## config.mk

```make
export PLATFORM = sky130hd
export DESIGN_NAME = out_block_tx
export DESIGN_NICKNAME = d
export VERILOG_FILES = /design/src/rtl/out_block_tx.sv
export SDC_FILE = /design/constraint.sdc
export NUM_CORES = 1
export LEC_CHECK = 0
export CAP_MARGIN = 40
export CORE_ASPECT_RATIO = 1.2
export CORE_MARGIN = 5
export CORE_UTILIZATION = 60
export DETAILED_ROUTE_END_ITERATION = 10
export HOLD_SLACK_MARGIN = 0.06
export PLACE_DENSITY_LB_ADDON = 0.2
export SETUP_SLACK_MARGIN = 0.05
export SYNTH_ARGS = -nofsm -noshare
export SYNTH_HDL_FRONTEND = slang
export SYNTH_SLANG_ARGS = --single-unit
```

## constraint.sdc

```tcl
create_clock -name clk -period 4.9 [get_ports clk]
set_clock_uncertainty 0.05 [all_clocks]
set_input_delay 1.225 -clock clk [delete_from_list [all_inputs] [get_ports clk]]
set_output_delay 1.225 -clock clk [all_outputs]
set_load 0.005 [all_outputs]
```

## src/rtl/out_block_tx.sv

```systemverilog
// out_block_tx: fetches a block of 30-bit MIX words from memory, converts each
// 6-bit MIX character to ASCII and sends it as 8N1 UART frames. Every block
// ends with CR, LF. A start that arrives while a block is running is held and
// then run as soon as the LF stop bit has gone out.
module out_block_tx #(
  parameter int CLKS_PER_BIT = 104,
  parameter int BLOCK_WORDS  = 14
) (
  input  logic        clk,
  input  logic        reset,
  input  logic        start,
  input  logic [11:0] addressin,
  output logic        stop,
  output logic        request,
  output logic [11:0] addressout,
  input  logic        load,
  input  logic [29:0] in,
  output logic        busy,
  output logic        tx
);

  localparam int TW = (CLKS_PER_BIT > 1) ? $clog2(CLKS_PER_BIT) : 1;
  localparam int CW = $clog2(BLOCK_WORDS + 1);

  typedef enum logic [2:0] {
    IDLE,
    REQ,
    SHIFT,
    SEND,
    CR,
    LF
  } state_t;

  state_t state_reg, state_next;

  // Block sequencing registers
  logic [11:0]   pointer_reg;
  logic [CW-1:0] counter_reg;
  logic [29:0]   shift_reg;
  logic [2:0]    char_idx_reg;
  logic [7:0]    char_reg;
  logic          lf_loaded_reg;
  logic          pending_reg;
  logic [11:0]   pend_addr_reg;
  logic          request_reg;
  logic          stop_reg;
  logic          busy_reg;

  // UART transmitter registers
  logic          uart_active_reg;
  logic [8:0]    uart_shift_reg;
  logic [3:0]    bit_idx_reg;
  logic [TW-1:0] timer_reg;
  logic          tx_reg;

  // Control strobes decoded from the FSM
  logic        accept;
  logic        capture;
  logic        pick;
  logic        char_step;
  logic        word_done;
  logic        lf_issue;
  logic        block_end;
  logic        uart_load;
  logic [7:0]  uart_byte;
  logic [11:0] accept_addr;
  logic        last_word;
  logic        uart_done;
  logic        uart_ready;

  // MIX character code to ASCII; codes without a printable mapping become '#'
  // (10, 20, 21) or '?' (56-63).
  function automatic logic [7:0] mix_to_ascii(input logic [5:0] code);
    logic [7:0] c;
    logic [7:0] a;
    c = {2'b00, code};
    if (code == 6'd0)       a = 8'h20;
    else if (code <= 6'd9)  a = 8'h40 + c;
    else if (code == 6'd10) a = 8'h23;
    else if (code <= 6'd19) a = 8'h3F + c;
    else if (code <= 6'd21) a = 8'h23;
    else if (code <= 6'd29) a = 8'h3D + c;
    else if (code <= 6'd39) a = 8'h12 + c;
    else begin
      case (code)
        6'd40:   a = 8'h2E;
        6'd41:   a = 8'h2C;
        6'd42:   a = 8'h28;
        6'd43:   a = 8'h29;
        6'd44:   a = 8'h2B;
        6'd45:   a = 8'h2D;
        6'd46:   a = 8'h2A;
        6'd47:   a = 8'h2F;
        6'd48:   a = 8'h3D;
        6'd49:   a = 8'h24;
        6'd50:   a = 8'h3C;
        6'd51:   a = 8'h3E;
        6'd52:   a = 8'h40;
        6'd53:   a = 8'h3B;
        6'd54:   a = 8'h3A;
        6'd55:   a = 8'h27;
        default: a = 8'h3F;
      endcase
    end
    return a;
  endfunction

  // The UART can take a new byte when idle, or in the very last cycle of a
  // stop bit so consecutive frames follow with no idle gap.
  assign uart_done   = uart_active_reg && (timer_reg == TW'(CLKS_PER_BIT - 1)) &&
                       (bit_idx_reg == 4'd9);
  assign uart_ready  = !uart_active_reg || uart_done;
  assign last_word   = (counter_reg == CW'(BLOCK_WORDS - 1));
  assign accept_addr = pending_reg ? pend_addr_reg : addressin;

  // State register
  always_ff @(posedge clk) begin
    if (reset) state_reg <= IDLE;
    else       state_reg <= state_next;
  end

  // Next-state and control strobe decode
  always_comb begin
    state_next = state_reg;
    accept     = 1'b0;
    capture    = 1'b0;
    pick       = 1'b0;
    char_step  = 1'b0;
    word_done  = 1'b0;
    lf_issue   = 1'b0;
    block_end  = 1'b0;
    uart_load  = 1'b0;
    uart_byte  = 8'h00;
    case (state_reg)
      IDLE: begin
        if (start) begin
          accept     = 1'b1;
          state_next = REQ;
        end
      end
      REQ: begin
        // load only counts while our request is actually out
        if (request_reg && load) begin
          capture    = 1'b1;
          state_next = SHIFT;
        end
      end
      SHIFT: begin
        pick       = 1'b1;
        state_next = SEND;
      end
      SEND: begin
        if (uart_ready) begin
          uart_load = 1'b1;
          uart_byte = char_reg;
          if (char_idx_reg == 3'd4) begin
            // next word is requested only once its predecessor's last char is in the UART
            word_done  = 1'b1;
            state_next = last_word ? CR : REQ;
          end else begin
            char_step  = 1'b1;
            state_next = SHIFT;
          end
        end
      end
      CR: begin
        if (uart_ready) begin
          uart_load  = 1'b1;
          uart_byte  = 8'h0D;
          state_next = LF;
        end
      end
      LF: begin
        if (!lf_loaded_reg) begin
          if (uart_ready) begin
            uart_load = 1'b1;
            uart_byte = 8'h0A;
            lf_issue  = 1'b1;
          end
        end else if (uart_done) begin
          // block is over only when the LF stop bit has fully gone out
          block_end = 1'b1;
          if (pending_reg || start) begin
            accept     = 1'b1;
            state_next = REQ;
          end else begin
            state_next = IDLE;
          end
        end
      end
      default: state_next = IDLE;
    endcase
  end

  // Block datapath: pointer, word counter, char shifter, handshakes, pending start
  always_ff @(posedge clk) begin
    if (reset) begin
      pointer_reg   <= 12'd0;
      counter_reg   <= '0;
      shift_reg     <= 30'd0;
      char_idx_reg  <= 3'd0;
      char_reg      <= 8'h00;
      lf_loaded_reg <= 1'b0;
      pending_reg   <= 1'b0;
      pend_addr_reg <= 12'd0;
      request_reg   <= 1'b0;
      stop_reg      <= 1'b0;
      busy_reg      <= 1'b0;
    end else begin
      stop_reg <= accept;
      if (accept) begin
        pointer_reg <= accept_addr;
        counter_reg <= '0;
        request_reg <= 1'b1;
        busy_reg    <= 1'b1;
        pending_reg <= 1'b0;
      end else if (start && (state_reg != IDLE) && !pending_reg) begin
        // only the first start during a block is remembered
        pending_reg   <= 1'b1;
        pend_addr_reg <= addressin;
      end
      if (capture) begin
        shift_reg    <= in;
        request_reg  <= 1'b0;
        char_idx_reg <= 3'd0;
      end
      if (pick) begin
        char_reg  <= mix_to_ascii(shift_reg[29:24]);
        shift_reg <= {shift_reg[23:0], 6'd0};
      end
      if (char_step) char_idx_reg <= char_idx_reg + 3'd1;
      if (word_done) begin
        pointer_reg <= pointer_reg + 12'd1;
        counter_reg <= counter_reg + CW'(1);
        if (!last_word) request_reg <= 1'b1;
      end
      if (lf_issue) lf_loaded_reg <= 1'b1;
      if (block_end) begin
        lf_loaded_reg <= 1'b0;
        if (!accept) busy_reg <= 1'b0;
      end
    end
  end

  // UART 8N1 transmitter: start bit, 8 data bits LSB first, stop bit
  always_ff @(posedge clk) begin
    if (reset) begin
      uart_active_reg <= 1'b0;
      uart_shift_reg  <= 9'h1FF;
      bit_idx_reg     <= 4'd0;
      timer_reg       <= '0;
      tx_reg          <= 1'b1;
    end else if (uart_load) begin
      uart_active_reg <= 1'b1;
      uart_shift_reg  <= {1'b1, uart_byte};
      bit_idx_reg     <= 4'd0;
      timer_reg       <= '0;
      tx_reg          <= 1'b0;
    end else if (uart_active_reg) begin
      if (timer_reg == TW'(CLKS_PER_BIT - 1)) begin
        timer_reg <= '0;
        if (bit_idx_reg == 4'd9) begin
          uart_active_reg <= 1'b0;
          tx_reg          <= 1'b1;
        end else begin
          bit_idx_reg    <= bit_idx_reg + 4'd1;
          tx_reg         <= uart_shift_reg[0];
          uart_shift_reg <= {1'b1, uart_shift_reg[8:1]};
        end
      end else begin
        timer_reg <= timer_reg + TW'(1);
      end
    end
  end

  assign stop       = stop_reg;
  assign request    = request_reg;
  assign addressout = pointer_reg;
  assign busy       = busy_reg;
  assign tx         = tx_reg;

endmodule

```

# Word-level counts from Yosys, hierarchy flattened
# Memory sizes are Yosys's and may differ from the RTL's. A register that Yosys moved wholly into a read port is not among the register bits.
# Cells that the tools add are included.
# totals
latch_bits	0
output_inout_bits	16
ramBits	0
n_memories	1
ff_bits	98
rom_bits	448
word_cells	153
in_bits	46
# mem_list
memory	words	width	read_ports	rd_ports_with_merged_regs	wr	line	rtl
(no name shown)	64	7	1	1	0	85	case (code)
# classes
reduce_logical	27
n_mux	74
addsub	9
div	0
eq_ne	17
n_lt_le_gt_ge	5
shift	0
multipliers	0
bitwise	2
# ops
cell	n
two-way mux 8 bit	12
two-way mux 30 bit	2
two-way mux 12 bit	3
two-way mux 1 bit	35
two-way mux 3 bit	10
one-hot mux 8 bit (3 select lines)	1
two-way mux 4 bit	5
<= comparator 6 x 5 -> 1 bit (second input constant)	3
one-hot mux 3 bit (6 select lines)	1
adder 6 x 6 -> 7 bit (first input constant)	2
!= test 2 bit (second input constant)	7
adder 12 x 1 -> 12 bit (second input constant)	1
two-way mux 6 bit	2
nonzero test 2 bit	5
OR reduction 2 bit	5
equality test 3 bit (second input constant)	3
adder 4 x 1 -> 4 bit (second input constant)	2
adder 7 x 6 -> 8 bit (first input constant)	1
equality test 4 bit (second input constant)	2
adder 5 x 6 -> 7 bit (first input constant)	1
adder 7 x 1 -> 7 bit (second input constant)	1
equality test 7 bit (second input constant)	1
two-way mux 7 bit	1
equality test 3 x 2 -> 1 bit (second input constant)	2
other kinds (16)	26

# Longest topological paths before layout
# logic_depth
word_depth	10
ltp_mapped	10
ltp_nobuf	9

# Worst setup path after synthesis
# OpenSTA, ideal clock, no wires.
# synth_timing
path_kind	input to register
from	input port load
to	register (tool-made name)
path_stages	7
setup_time_ns	0.142
path_slack_ns	1.724
t_arrival_ns	2.984
path_cell_list	and4b_1 nand2_1 a2111o_1 ha_1 inv_1 mux2i_1 or4b_2
# synth_rtl
item	line	rtl
start, declared	16	input logic load,

==> impl_metrics.ini <==
[outcome]
run_status = completed

[power]
clockPowerShare_pct = 32.3
design_power_total_uw = 1663
netSwitchingPower_uw = 460.7
power.sequential.fraction_pct = 54.7
internal_power_uw = 1203
ir_drop_v = 0.0001812
leakage_uw = 0.002345
cellPowerDensity_nw_per_um2 = 266.5
comb_power_share_pct = 13.0
power.switching_fraction_pct = 27.69

[grt]
groute.usage.overall_pct = 24.78
globalRoute.totalOverflow = 0
first_global_vias = 4910
initial_antenna_violation_count = 0
largest_net_degree_at_the_start_of_global_routing = 48
grt_pass1_wl_um = 22290

[synthesis]
synth.avg_cell_area_um2 = 8.113
netlist_instances = 661
yosys_warnings = 0
synth_top_area_cell = sky130_fd_sc_hd__dfxtp_1
synthesis.nets = 727
synth-main-ff-cell = sky130_fd_sc_hd__dfxtp_1
ffs_latches_synth = 104
synth_top_area_share_pct = 38.82
asyncSetResetFlopFracSynth_pct = 0
ys_seq_area_share_pct = 38.82
synth_cell_type_count = 67
synth_edf_count = 0
synth.cell_area_um2 = 5363
ys_top_cells_by_area = sky130_fd_sc_hd__dfxtp_1 (39%), sky130_fd_sc_hd__nand2_1 (7.0%), sky130_fd_sc_hd__nor2_1 (6.3%)

[final_layout]
filler_cell_count = 704
share_of_post_route_cells_with_drive_strength_above_1_pct = 6.320
multi_input_comb_area_um2 = 3060
final-seq-area_um2 = 2082
finish.net_count = 773
final_cell_mix = sky130_fd_sc_hd__dfxtp_1 (104), sky130_fd_sc_hd__nand2_1 (100), sky130_fd_sc_hd__nor2_1 (90)
antenna-diode-count = 0
postLayoutCellArea_um2 = 6242
layout_commonest_cell = sky130_fd_sc_hd__dfxtp_1
largest_register_ff_count = 30
layout_area_overhead_pct = 16.40

[job]
max_cap_violations = 0

[floorplanning]
die_height_um = 113.6
fp.dieW_um = 96.30
placeable_core_region_um2 = 8657
count_of_pins_on_the_block_boundary = 62
die_area_um2 = 10940
fp-row-count = 37
start_util_pct = 61.95

[cts]
worst_path_clk_slew_ns = 0.10
setup_buffers_after_cts = 0
clock_sinks = 104
deepest_level_of_the_cts_h_tree = 3
ctsHoldBuffers = 0
tritoncts_clock_tree = done
ctsLongestPathBuffers = 2
cts.repair.resized = 0
clock_latency_ns = 0.38
cts_inserted_buffers = 9
cts_root_buffer = sky130_fd_sc_hd__clkbuf_8

[critical_path]
crit_path_end_kind = flip-flop
slowest_stage = sky130_fd_sc_hd__or4b_2
r2r_cells = 7
r2r-start = state_reg[2]
setup.worst_path.start_class = input pin
timing.reg2reg.setup_slack_ns = 1.59
cp_cell_sequence = clkdlybuf4s50_1, and4b_1, nand2_1, a2111o_1, ha_1, inv_1, mux2i_1, or4b_2
crit_fanout = 9
cp.arrival_ns = 3.82
worstPathRequired_ns = 5.10
worst-setup-path-type = input pin to flip-flop
worst_path_largest_cell_delay_ns = 0.61

[sta]
final.setup.tns_ns = 0
finalMaxSlewViolations = 0
timing.final.crit_period_ns = 3.621
period_share_pct = 73.91
report.final.hold_viol_count = 0
max_slew_margin_pct = 39.79
setup_violations = 0
timing_worst_slew_pin_value_ns = 0.9032
max_freq_mhz = 276.1
grt_setup_unrepaired = no
worst_slack_ns = 1.279

[placed_design]
port-buffer-count = 61
dpl-instance-area_um2 = 6046
gp_routability_congestion = 0.9360
pre_cts_slack_ns = 0.9061
hpwlAfterDp_um = 9251

[min_path]
hold_path_class = flip-flop to flip-flop
hold_start = uart_shift_reg[5]
timing.hold.worst_endpoint = uart_shift_reg[5]
worst_hold_path.num_cells = 2

[drt]
drtAntennaViolNets = 0
drt_iter0_drc = 270
total_number_of_vias = 5041
routed_via_density = 6.081
avgRoutedWirePerCell_um = 15.74
drt-pass1-iter-count = 5
drc_errors = 0
detail_route.wirelength_um = 13050
cell usage after synthesis, types with 8 or more instances:
cell type                    n
sky130_fd_sc_hd__ha_1       20
sky130_fd_sc_hd__a21oi_1    25
sky130_fd_sc_hd__a311oi_1   19
sky130_fd_sc_hd__nand4_1     8
sky130_fd_sc_hd__inv_1      23
sky130_fd_sc_hd__clkbuf_1   31
sky130_fd_sc_hd__nand2_1   100
sky130_fd_sc_hd__nor3_1     23
sky130_fd_sc_hd__o21ai_0    23
sky130_fd_sc_hd__a211oi_1    9
sky130_fd_sc_hd__nand3_1    26
sky130_fd_sc_hd__nor2_1     90
sky130_fd_sc_hd__a31oi_1     9
sky130_fd_sc_hd__mux2i_1    20
sky130_fd_sc_hd__dfxtp_1   104
cell type report:
cell class / count / area share (%)
clock inverter: 5 / 0.7216
tap: 117 / 2.345
multi-input combinational: 499 / 49.03
inverter: 23 / 1.383
sequential: 104 / 33.35
timing repair buffer: 70 / 10.74
clock buffer: 11 / 2.425
critical path: cells and delay by family:
family | cells | cell delay (ns)
muxes | 1 | 0.07
and+or+nand+nor | 3 | 1.11
buffers and inverters | 2 | 0.58
adders and majority gates | 1 | 0.31
AOI/OAI and AO/OA | 1 | 0.52
kinds of logic after synthesis:
| family | Yosys count | synth area share [%] |
|---|---|---|
| fa+ha+maj | 20 | 4.666 |
| buf+inv | 58 | 4.223 |
| flops | 104 | 38.82 |
| compound gates | 147 | 19.76 |
| simple gates | 293 | 25.36 |
| xor+xnor | 12 | 1.960 |
| mux | 27 | 5.203 |
metal layers:
metal	share of wire [%]	GRT usage, %	wire length (um)	up-vias
met1	43	31.33	5660	2384
li1	-	-	-	2483
met4	2.0	8.513	257	0
met2	50	42.47	6486	150
met3	5.0	3.826	647	24
met5	0	0	0	-
power groups by stage:
stage | Sequential, uW | Combinational (uW) | Clock (uW)
finish | 909 | 217 | 537
CTS | 909 | 215 | 543
floorplan | 912 | 132 | 0
detailed placement | 928 | 214 | 0
global route | 915 | 239 | 577
global placement | 927 | 208 | 0
worst max path at each step:
stage               slack [ns]  from  cells after the start   endpoint
finish                    1.28  load                      8  flip-flop
global route              1.17  load                      8  flip-flop
CTS                       1.30  load                      8  flip-flop
detailed placement        0.91  load                      8  flip-flop
global placement          0.97  load                      8  flip-flop
floorplan                 1.72  load                      7  flip-flop
per-stage QoR:
step | instances | utilization [%] | hold slack, ns
6_report | 829 | 72.11 | 0.4065
5_1_grt | 829 | 72.11 | 0.4349
4_1_cts | 829 | 72.11 | 0.4081
3_5_place_dp | 813 | 69.84 | 0.3915
3_3_place_gp | 812 | 69.78 | 0.3852
2_1_floorplan | 661 | - | 0.3654
Power figures use the tool's default switching activity.
